`config.mk`:
```
export PLATFORM = sky130hd
export DESIGN_NAME = bus_host_arbiter
export DESIGN_NICKNAME = d
export VERILOG_FILES = /design/src/rtl/bus_arb_pkg.sv /design/src/rtl/bus_arb_order_fifo.sv /design/src/rtl/bus_host_arbiter.sv
export SDC_FILE = /design/constraint.sdc
export NUM_CORES = 1
export LEC_CHECK = 0
export BUFFER_PORTS_ARGS = -buffer_cell sky130_fd_sc_hd__buf_4
export CELL_PAD_IN_SITES_DETAIL_PLACEMENT = 0
export CELL_PAD_IN_SITES_GLOBAL_PLACEMENT = 1
export CORE_AREA = 2 2 123 125
export CTS_CLUSTER_SIZE = 14
export DETAILED_ROUTE_END_ITERATION = 6
export DIE_AREA = 0 0 125 127
export GPL_TIMING_DRIVEN = 0
export PLACE_DENSITY_LB_ADDON = 0.1
export SETUP_SLACK_MARGIN = 0.02
export SYNTH_ARGS = -nofsm -noshare
export SYNTH_HDL_FRONTEND = slang
export SYNTH_SLANG_ARGS = --single-unit
```
`constraint.sdc`:
```
create_clock -name clk_i -period 3.2 [get_ports clk_i]
set_input_delay 0.32 -clock clk_i [delete_from_list [all_inputs] [get_ports clk_i]]
set_output_delay 0.32 -clock clk_i [all_outputs]
set_load 0.01 [all_outputs]
```
`src/rtl/bus_arb_pkg.sv`:
```
`default_nettype none
// ============================================================================
// Module : bus_arb_pkg
// Brief  : Shared types for the bus host arbiter. Defines the two-state
//          arbitration FSM encoding used by bus_host_arbiter.
// Rev    : 1.0  initial release
// ============================================================================
package bus_arb_pkg;

    // ArbIdle    : free round-robin pick among requesting hosts
    // ArbWaitGnt : a host was offered downstream but not yet granted; the
    //              selection is frozen on that host until it is granted or
    //              it withdraws its request
    typedef enum logic [0:0] {
        ArbIdle    = 1'b0,
        ArbWaitGnt = 1'b1
    } arb_state_e;

endpackage : bus_arb_pkg
`default_nettype wire

```
`src/rtl/bus_arb_order_fifo.sv`:
```
`default_nettype none
// ============================================================================
// Module : bus_arb_order_fifo
// Brief  : Small synchronous FIFO holding the host index of every granted
//          but not yet answered access, so responses can be routed back in
//          issue order.
// Ports  : clk_i   clock
//          rst_i   asynchronous active-high reset (empties the FIFO)
//          push_i  write data_i at the tail (ignored when full)
//          data_i  host index to store
//          pop_i   drop the head entry (ignored when empty)
//          full_o  count == Depth
//          empty_o count == 0
//          head_o  oldest stored host index
// Rev    : 1.0  initial release
// ============================================================================
module bus_arb_order_fifo #(
    parameter int Width = 1,
    parameter int Depth = 2
) (
    input  logic             clk_i,
    input  logic             rst_i,
    input  logic             push_i,
    input  logic [Width-1:0] data_i,
    input  logic             pop_i,
    output logic             full_o,
    output logic             empty_o,
    output logic [Width-1:0] head_o
);

    localparam int PtrW = (Depth > 1) ? $clog2(Depth) : 1;
    localparam int CntW = $clog2(Depth + 1);

    logic [Width-1:0] mem_q [Depth];
    logic [PtrW-1:0]  wr_ptr_q;
    logic [PtrW-1:0]  rd_ptr_q;
    logic [CntW-1:0]  count_q;
    logic             w_push;
    logic             w_pop;

    // Pointers wrap modulo Depth, which need not be a power of two.
    function automatic logic [PtrW-1:0] ptr_inc(input logic [PtrW-1:0] p);
        return (p == PtrW'(Depth - 1)) ? '0 : p + 1'b1;
    endfunction

    assign full_o  = (count_q == CntW'(Depth));
    assign empty_o = (count_q == '0);
    assign head_o  = mem_q[rd_ptr_q];

    assign w_push = push_i & ~full_o;
    assign w_pop  = pop_i & ~empty_o;

    always_ff @(posedge clk_i) begin
        if (w_push) begin
            mem_q[wr_ptr_q] <= data_i;
        end
    end

    always_ff @(posedge clk_i or posedge rst_i) begin
        if (rst_i) begin
            wr_ptr_q <= '0;
            rd_ptr_q <= '0;
            count_q  <= '0;
        end else begin
            if (w_push) begin
                wr_ptr_q <= ptr_inc(wr_ptr_q);
            end
            if (w_pop) begin
                rd_ptr_q <= ptr_inc(rd_ptr_q);
            end
            // Simultaneous push and pop leaves the count unchanged.
            case ({w_push, w_pop})
                2'b10:   count_q <= count_q + 1'b1;
                2'b01:   count_q <= count_q - 1'b1;
                default: count_q <= count_q;
            endcase
        end
    end

endmodule : bus_arb_order_fifo
`default_nettype wire

```
`src/rtl/bus_host_arbiter.sv`:
```
`default_nettype none
// ============================================================================
// Module : bus_host_arbiter
// Brief  : Round-robin arbiter sharing one req/gnt/rvalid device port among
//          NrHosts hosts. Grants pass through with zero latency; responses
//          are steered back to the issuing host through an in-order ID FIFO.
// Ports  : clk_i / rst_i            clock, asynchronous active-high reset
//          host_req_i/host_gnt_o    per-host request / grant
//          host_addr_i/we/be/wdata  per-host access fields
//          host_rvalid_o/rdata/err  per-host response (issuing host only)
//          dev_req_o/dev_gnt_i      downstream request / grant
//          dev_addr_o/we/be/wdata   fields of the selected host
//          dev_rvalid_i/rdata/err   downstream response
//          protocol_err_o           sticky: stray rvalid or req dropped early
// Rev    : 1.0  initial release
// ============================================================================
module bus_host_arbiter
    import bus_arb_pkg::*;
#(
    parameter int NrHosts        = 2,
    parameter int AddrWidth      = 32,
    parameter int DataWidth      = 32,
    parameter int MaxOutstanding = 2
) (
    input  logic                                  clk_i,
    input  logic                                  rst_i,
    input  logic [NrHosts-1:0]                    host_req_i,
    output logic [NrHosts-1:0]                    host_gnt_o,
    input  logic [NrHosts-1:0][AddrWidth-1:0]     host_addr_i,
    input  logic [NrHosts-1:0]                    host_we_i,
    input  logic [NrHosts-1:0][DataWidth/8-1:0]   host_be_i,
    input  logic [NrHosts-1:0][DataWidth-1:0]     host_wdata_i,
    output logic [NrHosts-1:0]                    host_rvalid_o,
    output logic [NrHosts-1:0][DataWidth-1:0]     host_rdata_o,
    output logic [NrHosts-1:0]                    host_err_o,
    output logic                                  dev_req_o,
    input  logic                                  dev_gnt_i,
    output logic [AddrWidth-1:0]                  dev_addr_o,
    output logic                                  dev_we_o,
    output logic [DataWidth/8-1:0]                dev_be_o,
    output logic [DataWidth-1:0]                  dev_wdata_o,
    input  logic                                  dev_rvalid_i,
    input  logic [DataWidth-1:0]                  dev_rdata_i,
    input  logic                                  dev_err_i,
    output logic                                  protocol_err_o
);

    localparam int HostIdxW = $clog2(NrHosts);

    arb_state_e            state_q, state_d;
    logic [HostIdxW-1:0]   rr_ptr_q, rr_ptr_d;
    logic [HostIdxW-1:0]   lock_idx_q, lock_idx_d;
    logic                  perr_q, perr_d;

    logic [HostIdxW-1:0]   w_rr_sel;
    logic [HostIdxW-1:0]   w_cand;
    logic                  w_found;
    int                    w_cand_int;
    logic [HostIdxW-1:0]   w_sel;
    logic                  w_dev_req;
    logic                  w_grant;
    logic                  w_pop;
    logic                  w_stray;
    logic                  w_fifo_full;
    logic                  w_fifo_empty;
    logic [HostIdxW-1:0]   w_fifo_head;

    // ------------------------------------------------------------------
    // Round-robin pick: first requesting host at or after rr_ptr, wrapping.
    // ------------------------------------------------------------------
    always_comb begin
        w_rr_sel   = rr_ptr_q;
        w_found    = 1'b0;
        w_cand_int = 0;
        w_cand     = '0;
        for (int i = 0; i < NrHosts; i++) begin
            w_cand_int = int'(rr_ptr_q) + i;
            if (w_cand_int >= NrHosts) begin
                w_cand_int = w_cand_int - NrHosts;
            end
            w_cand = HostIdxW'(w_cand_int);
            if (!w_found && host_req_i[w_cand]) begin
                w_found  = 1'b1;
                w_rr_sel = w_cand;
            end
        end
    end

    // ------------------------------------------------------------------
    // Arbitration FSM: next state, pointer and error tracking.
    // The full check uses the registered count only, so a response popping
    // the FIFO this cycle does not free a slot until the next cycle.
    // ------------------------------------------------------------------
    always_comb begin
        state_d    = state_q;
        rr_ptr_d   = rr_ptr_q;
        lock_idx_d = lock_idx_q;
        perr_d     = perr_q;
        w_sel      = w_rr_sel;
        w_dev_req  = 1'b0;

        case (state_q)
            ArbIdle: begin
                w_sel     = w_rr_sel;
                w_dev_req = (|host_req_i) & ~w_fifo_full;
            end
            ArbWaitGnt: begin
                // Once offered downstream, the access must not change
                // under the device, so priority is frozen on lock_idx.
                w_sel     = lock_idx_q;
                w_dev_req = host_req_i[lock_idx_q] & ~w_fifo_full;
            end
            default: begin
                w_sel     = w_rr_sel;
                w_dev_req = 1'b0;
            end
        endcase

        w_grant = w_dev_req & dev_gnt_i;

        if (w_grant) begin
            rr_ptr_d = (w_sel == HostIdxW'(NrHosts - 1)) ? '0 : w_sel + 1'b1;
            state_d  = ArbIdle;
        end else if ((state_q == ArbIdle) && w_dev_req) begin
            lock_idx_d = w_sel;
            state_d    = ArbWaitGnt;
        end else if ((state_q == ArbWaitGnt) && !host_req_i[lock_idx_q]) begin
            perr_d  = 1'b1;
            state_d = ArbIdle;
        end

        if (w_stray) begin
            perr_d = 1'b1;
        end
    end

    always_ff @(posedge clk_i or posedge rst_i) begin
        if (rst_i) begin
            state_q    <= ArbIdle;
            rr_ptr_q   <= '0;
            lock_idx_q <= '0;
            perr_q     <= 1'b0;
        end else begin
            state_q    <= state_d;
            rr_ptr_q   <= rr_ptr_d;
            lock_idx_q <= lock_idx_d;
            perr_q     <= perr_d;
        end
    end

    // ------------------------------------------------------------------
    // Outstanding-access order tracking.
    // ------------------------------------------------------------------
    assign w_pop   = dev_rvalid_i & ~w_fifo_empty;
    assign w_stray = dev_rvalid_i &  w_fifo_empty;

    bus_arb_order_fifo #(
        .Width (HostIdxW),
        .Depth (MaxOutstanding)
    ) u_order_fifo (
        .clk_i   (clk_i),
        .rst_i   (rst_i),
        .push_i  (w_grant),
        .data_i  (w_sel),
        .pop_i   (w_pop),
        .full_o  (w_fifo_full),
        .empty_o (w_fifo_empty),
        .head_o  (w_fifo_head)
    );

    // ------------------------------------------------------------------
    // Request mux and response demux. Everything is forced to zero while
    // reset is asserted, because these paths are combinational from the
    // inputs and would otherwise leak through during reset.
    // ------------------------------------------------------------------
    always_comb begin
        host_gnt_o    = '0;
        host_rvalid_o = '0;
        host_rdata_o  = '0;
        host_err_o    = '0;
        dev_req_o     = 1'b0;
        dev_addr_o    = '0;
        dev_we_o      = 1'b0;
        dev_be_o      = '0;
        dev_wdata_o   = '0;
        if (!rst_i) begin
            dev_req_o          = w_dev_req;
            dev_addr_o         = host_addr_i[w_sel];
            dev_we_o           = host_we_i[w_sel];
            dev_be_o           = host_be_i[w_sel];
            dev_wdata_o        = host_wdata_i[w_sel];
            host_gnt_o[w_sel]  = w_grant;
            if (w_pop) begin
                host_rvalid_o[w_fifo_head] = 1'b1;
                host_rdata_o[w_fifo_head]  = dev_rdata_i;
                host_err_o[w_fifo_head]    = dev_err_i;
            end
        end
    end

    assign protocol_err_o = perr_q;

endmodule : bus_host_arbiter
`default_nettype wire
```
-- Yosys cells after proc, flatten, opt, wreduce, memory -nomap -nowiden
Memory sizes are Yosys's and may differ from the RTL's.
Index checks and enable logic that the tools add are counted.
- bitwise operators: 14
- reductions and logical operators: 14
- mux-type cells: 52
- equality and inequality tests: 5
- order comparisons: 9
- add/subtract/negate cells: 8
- operator list (cell ; number):
    32-bit two-way mux ; 7
    64-bit two-way mux ; 2
    64-bit AND ; 1
    32-bit demux with 1-bit select ; 1
    1-bit two-way mux ; 29
    4-bit two-way mux ; 3
    1-bit by 2-bit less-than comparator with 1-bit output (second input constant) ; 5
    2-bit two-way mux ; 5
    1-bit AND ; 7
    1-bit logical AND ; 5
    2-bit AND ; 2
    2-bit == test (second input constant) ; 2
    2-bit inequality test (second input constant) ; 2
    1-bit inverter ; 4
    1-bit one-hot mux with 2 select lines ; 2
    2-bit one-hot mux with 2 select lines ; 1
    2-bit nonzero test ; 2
    1-bit adder (second input constant) ; 3
    3-bit AND reduction ; 1
    3-bit nonzero test ; 1
    1-bit by 1-bit adder with 2-bit output (second input constant) ; 1
    2-bit by 1-bit adder with 2-bit output (second input constant) ; 1
    1-bit demux with 1-bit select ; 2
    2-bit by 1-bit == test with 1-bit output (second input constant) ; 1
    9 further kinds ; 12
- logic and storage cells: 110
- bits in registers: 8
- memories: 1
- input port bits: 177
- bits in writable memories: 2
- memories (name ; depth ; bits a word ; read ports ; clocked after Yosys merged registers in ; wr ports ; RTL line ; source):
    u_order_fifo.mem_q ; 2 ; 1 ; 1 ; 0 ; 1 ; bus_arb_order_fifo.sv:34 ; logic [Width-1:0] mem_q [Depth];

-- Logic depth before layout (Yosys ltp)
- depth after elaboration: 15
- depth in mapped cells: 7
- gate-level depth less buffers: 7

-- Hierarchy
A second synthesis with hierarchy kept.
- cells, all modules: 360
- area total of the unflattened synthesis: 2411.1 µm²
- by module, submodules not included (module ; area an instance (µm²) ; cells an instance ; times used ; seq. area each (µm²)):
    bus_host_arbiter ; 2139.6 ; 338 ; 1 ; 100.1
    bus_arb_order_fifo ; 271.5 ; 22 ; 1 ; 160.2

-- Worst setup path before layout
Ideal clock, no wire load.
- path type: register -> output
- start point: register u_order_fifo.count_q[0]
- end point: output port host_rdata_o[12] (netlist bit)
- slack: 1.578 ns
- data required time: 2.880 ns
- path buffers: 2
- stages on the path, launching flop included: 7
- arrival time: 1.302 ns
- cells stage by stage: dfrtp_1 > o21ai_4 > inv_2 > and3_4 > buf_6 > buf_6 > and2_1
- RTL lines (what ; RTL line ; source):
    from (decl) ; bus_arb_order_fifo.sv:37 ; logic [CntW-1:0] count_q;
    from (signal assigned) ; bus_arb_order_fifo.sv:73 ; 2'b10: count_q <= count_q + 1'b1;
    from (signal assigned) ; bus_arb_order_fifo.sv:74 ; 2'b01: count_q <= count_q - 1'b1;
    from (signal assigned) ; bus_arb_order_fifo.sv:75 ; default: count_q <= count_q;
    to (decl) ; bus_host_arbiter.sv:34 ; output logic [NrHosts-1:0][DataWidth-1:0] host_rdata_o,

-- Worst setup path after layout
- start point: input port rst_i
- end point: output port dev_addr_o[19]
- longest elaborated chain between the ends: 1
- RTL lines (what ; RTL line ; source):
    from (decl) ; bus_host_arbiter.sv:26 ; input logic rst_i,
    32-bit two-way mux ; bus_host_arbiter.sv:186 ; if (!rst_i) begin
    to (decl) ; bus_host_arbiter.sv:38 ; output logic [AddrWidth-1:0] dev_addr_o,
No other way between the ends.

==> metrics.md <==
| Metric | Value |
|---|---|
| Drt first pass iters | 4 |
| Power density cells | 528 nW/um2 |
| Syn avg cell area | 6.79 um2 |
| Grt ovf | 0 |
| Final Hold Fails | 0 |
| Crit path cell chain | buf_4, inv_1, buf_2, clkbuf_1, nand2_1, mux2i_1, buf_4 |
| CP Capture Type | primary output |
| Post-synth top cells | nand2_1, mux2i_1, and2_1 |
| Hold Path Class | in -> reg |
| Largest net degree at the start of global routing | 18 |
| WS Path Type | in -> out |
| DR vias | 3441 |
| Crit path time final | 2.08 ns |
| Critical path origin | rst_i |
| CTS buffer count | 3 |
| Worst Skew | 0.00199 ns |
| Worst Tran Pin Value | 0.622 ns |
| Peak Freq | 482 MHz |
| Worst-path clk slew | 0.04 ns |
| CTS tree | built |
| Synth Area in Simple Gates | 43.9% |
| Max_slew headroom | 58.6% |
| Seq/Total Area, Yosys | 10.9% |
| Net Count, Synth | 531 |
| Yosys reg bits | 10 |
| # fillers | 1597 |
| R2r setup slk | 1.43 ns |
| Status | finished, final reports clean |
| GRT Overall Usage | 14.8% |
| Max incr delay on CP | 0.40 ns |
| Final Core Density | 35.3% |
| Reg-to-reg startpoint | lock_idx_q |
| Slew Limit Fails | 0 |
| Antenna violations before repair | 0 |
| CP Launch Type | primary input |
| Cell taking the most area after synthesis | mux2i_1 |
| Number of post-CTS setup repair buffers | 0 |
| Area grow syn2layout | 112% |
| Initial Util | 16.6% |
| Number of port buffers | 317 |
| RR Endpoint | u_order_fifo.count_q[1] |
| Worst reg2reg path depth | 6 |
| Count of cell types in the netlist | 29 |
| Die X | 125 um |
| Clock Latency Late Sink | 0.23 ns |
| Max-Cap Viols | 0 |
| Per-cell routed wire length | 15.0 um |
| Post-synthesis compound-gate area fraction | 3.34% |
| Crit path buf inv count | 5 |
| Top post-synthesis cells by area | mux2i_1, nand2_1, and2_1, dfrtp_1, buf_6 |
| Asr flop ratio synth | 80.0% |
| Routed WL | 12900 um |
| XOR/XNOR share of the synthesized area | 1.83% |
| Leak | 2.93 nW |
| Antenna viol nets, final | 0 |
| Vias in the first global route | 3481 |
| Wire length of the first global-routing pass | 19100 um |
| Die ar. | 15900 um2 |
| Drt via density | 4.01 |
| Share of layout cells above drive strength 1 | 52.5% |
| Starting DRC count in detailed routing | 94 |
| Most used cell, CP | buf_4 |
| Placed Area | 5010 um2 |
| Height of the chip | 127 um |
| Post-DP HPWL | 11100 um |
| Most common cell in the netlist | nand2_1 |
| Cts repair resizes | 0 |
| Hold_buf cts | 0 |
| WP data required | 2.88 ns |
| Adder-cell area share of the yosys netlist | 0.522% |
| Final Cell Area | 5090 um2 |
| Number of synthesis warnings | 0 |
| CP Depth | 7 |
| Crit path arrival time | 1.76 ns |
| Row count | 44 |
| Final period util | 64.9% |
| Worst-path cell with the longest stage delay | clkbuf_1 |
| Nets | 853 |
| Io pins | 318 |
| Max IR drop VDD | 0.257 mV |
| CTS root buffer | clkbuf_16 |
| Mux share of post-synthesis cell area | 29.8% |
| Setup_tns | 0 ns |
| Post-Syn Area | 2400 um2 |
| Area share of the leading cell type in the synthesized netlist | 29.2% |
| Max clock buf depth | 2 |
| Htree depth | 1 |
| Synth Instances | 353 |
| # DRC | 0 |
| Clk sinks | 10 |
| Main combinational cell family by area after synthesis | simple AND/OR/NAND/NOR gates |
| Synth Flop Type | dfrtp_1 |
| Post-synth EDFFs | 2 |
| GP Congestion | 0.779 |
| Crit path capture | dev_addr_o[19] |
| Core Area | 14400 um2 |
| RSZ-0062 raised after global routing | no |
| Count of final setup violators | 0 |
| Worst Path Max Fanout | 10 |
| Delay-heaviest family, CP | buffers and inverters |
| Total power | 2.69 mW |
==> stage by stage <==
stage               std cells  hold slack (ns)  setup slack, ns
floorplan                 353            0.448             1.58
detailed placement        854            0.477             1.04
finish                    859            0.335             1.12
CTS                       858            0.336             1.03
global placement          854            0.461             1.11
global route              858            0.343            0.896
==> worst min-delay path: stages <==
cell and delay, ns:
buf_4 0.10, a21oi_1 0.05, nand2_1 0.06
==> state kept, by name (all words and copies together), names as in the netlist <==
register               cells
protocol_err_o             1
u_order_fifo.count_q       2
lock_idx_q                 1
state_q                    1
rr_ptr_q                   1
u_order_fifo.rd_ptr_q      1
u_order_fifo.wr_ptr_q      1
u_order_fifo.mem_q         2
==> power by group <==
part	internal (mW)	total, mW	leakage (nW)	switching [mW]
Combinational	1.19	2.21	2.78	1.03
Clock	0.167	0.222	0.0382	0.0552
Sequential	0.192	0.255	0.109	0.0631
==> cells in the final DEF (no fill, tap or decap), types with 4 or more instances in the layout <==
| cell type | n |
|---|---|
| buf_6 | 12 |
| nor2_1 | 7 |
| and2_4 | 6 |
| dfrtp_1 | 8 |
| buf_4 | 317 |
| clkbuf_1 | 13 |
| buf_2 | 6 |
| xnor2_1 | 4 |
| mux2i_1 | 70 |
| nand2_1 | 142 |
| and2_1 | 60 |
==> worst min path at each step <==
stage	start	endpoint	slack, ns	depth (start not counted)
2_1_floorplan	dev_rvalid_i	protocol_err_o	0.45	2
3_3_place_gp	protocol_err_o	protocol_err_o	0.46	2
3_5_place_dp	protocol_err_o	protocol_err_o	0.48	2
4_1_cts	dev_rvalid_i	protocol_err_o	0.34	3
5_1_grt	dev_rvalid_i	protocol_err_o	0.34	3
6_report	dev_rvalid_i	protocol_err_o	0.33	3
==> cell families after synthesis <==
logic type / Yosys count
compound gates: 9
xor+xnor: 5
fa+ha+maj: 1
buf+inv: 36
flops: 10
mux: 71
simple gates: 221
==> layer usage <==
metal	global-route usage, %	wire length (um)
met1	15.0	4270
met2	30.9	7400
met3	4.69	1140
met4	0.588	42
met5	0	0
==> final cells by class <==
cell class | instances | area [um2] | share of cell area, %
antenna | 1 | 2.50 | 0.0492
buffer | 30 | 210 | 4.13
clock buffer | 4 | 78.8 | 1.55
inverter | 6 | 22.5 | 0.442
multi-input combinational | 307 | 1910 | 37.4
sequential | 10 | 260 | 5.11
tap | 184 | 230 | 4.52
timing repair buffer | 317 | 2380 | 46.8
(Power assumes the default switching activity.)
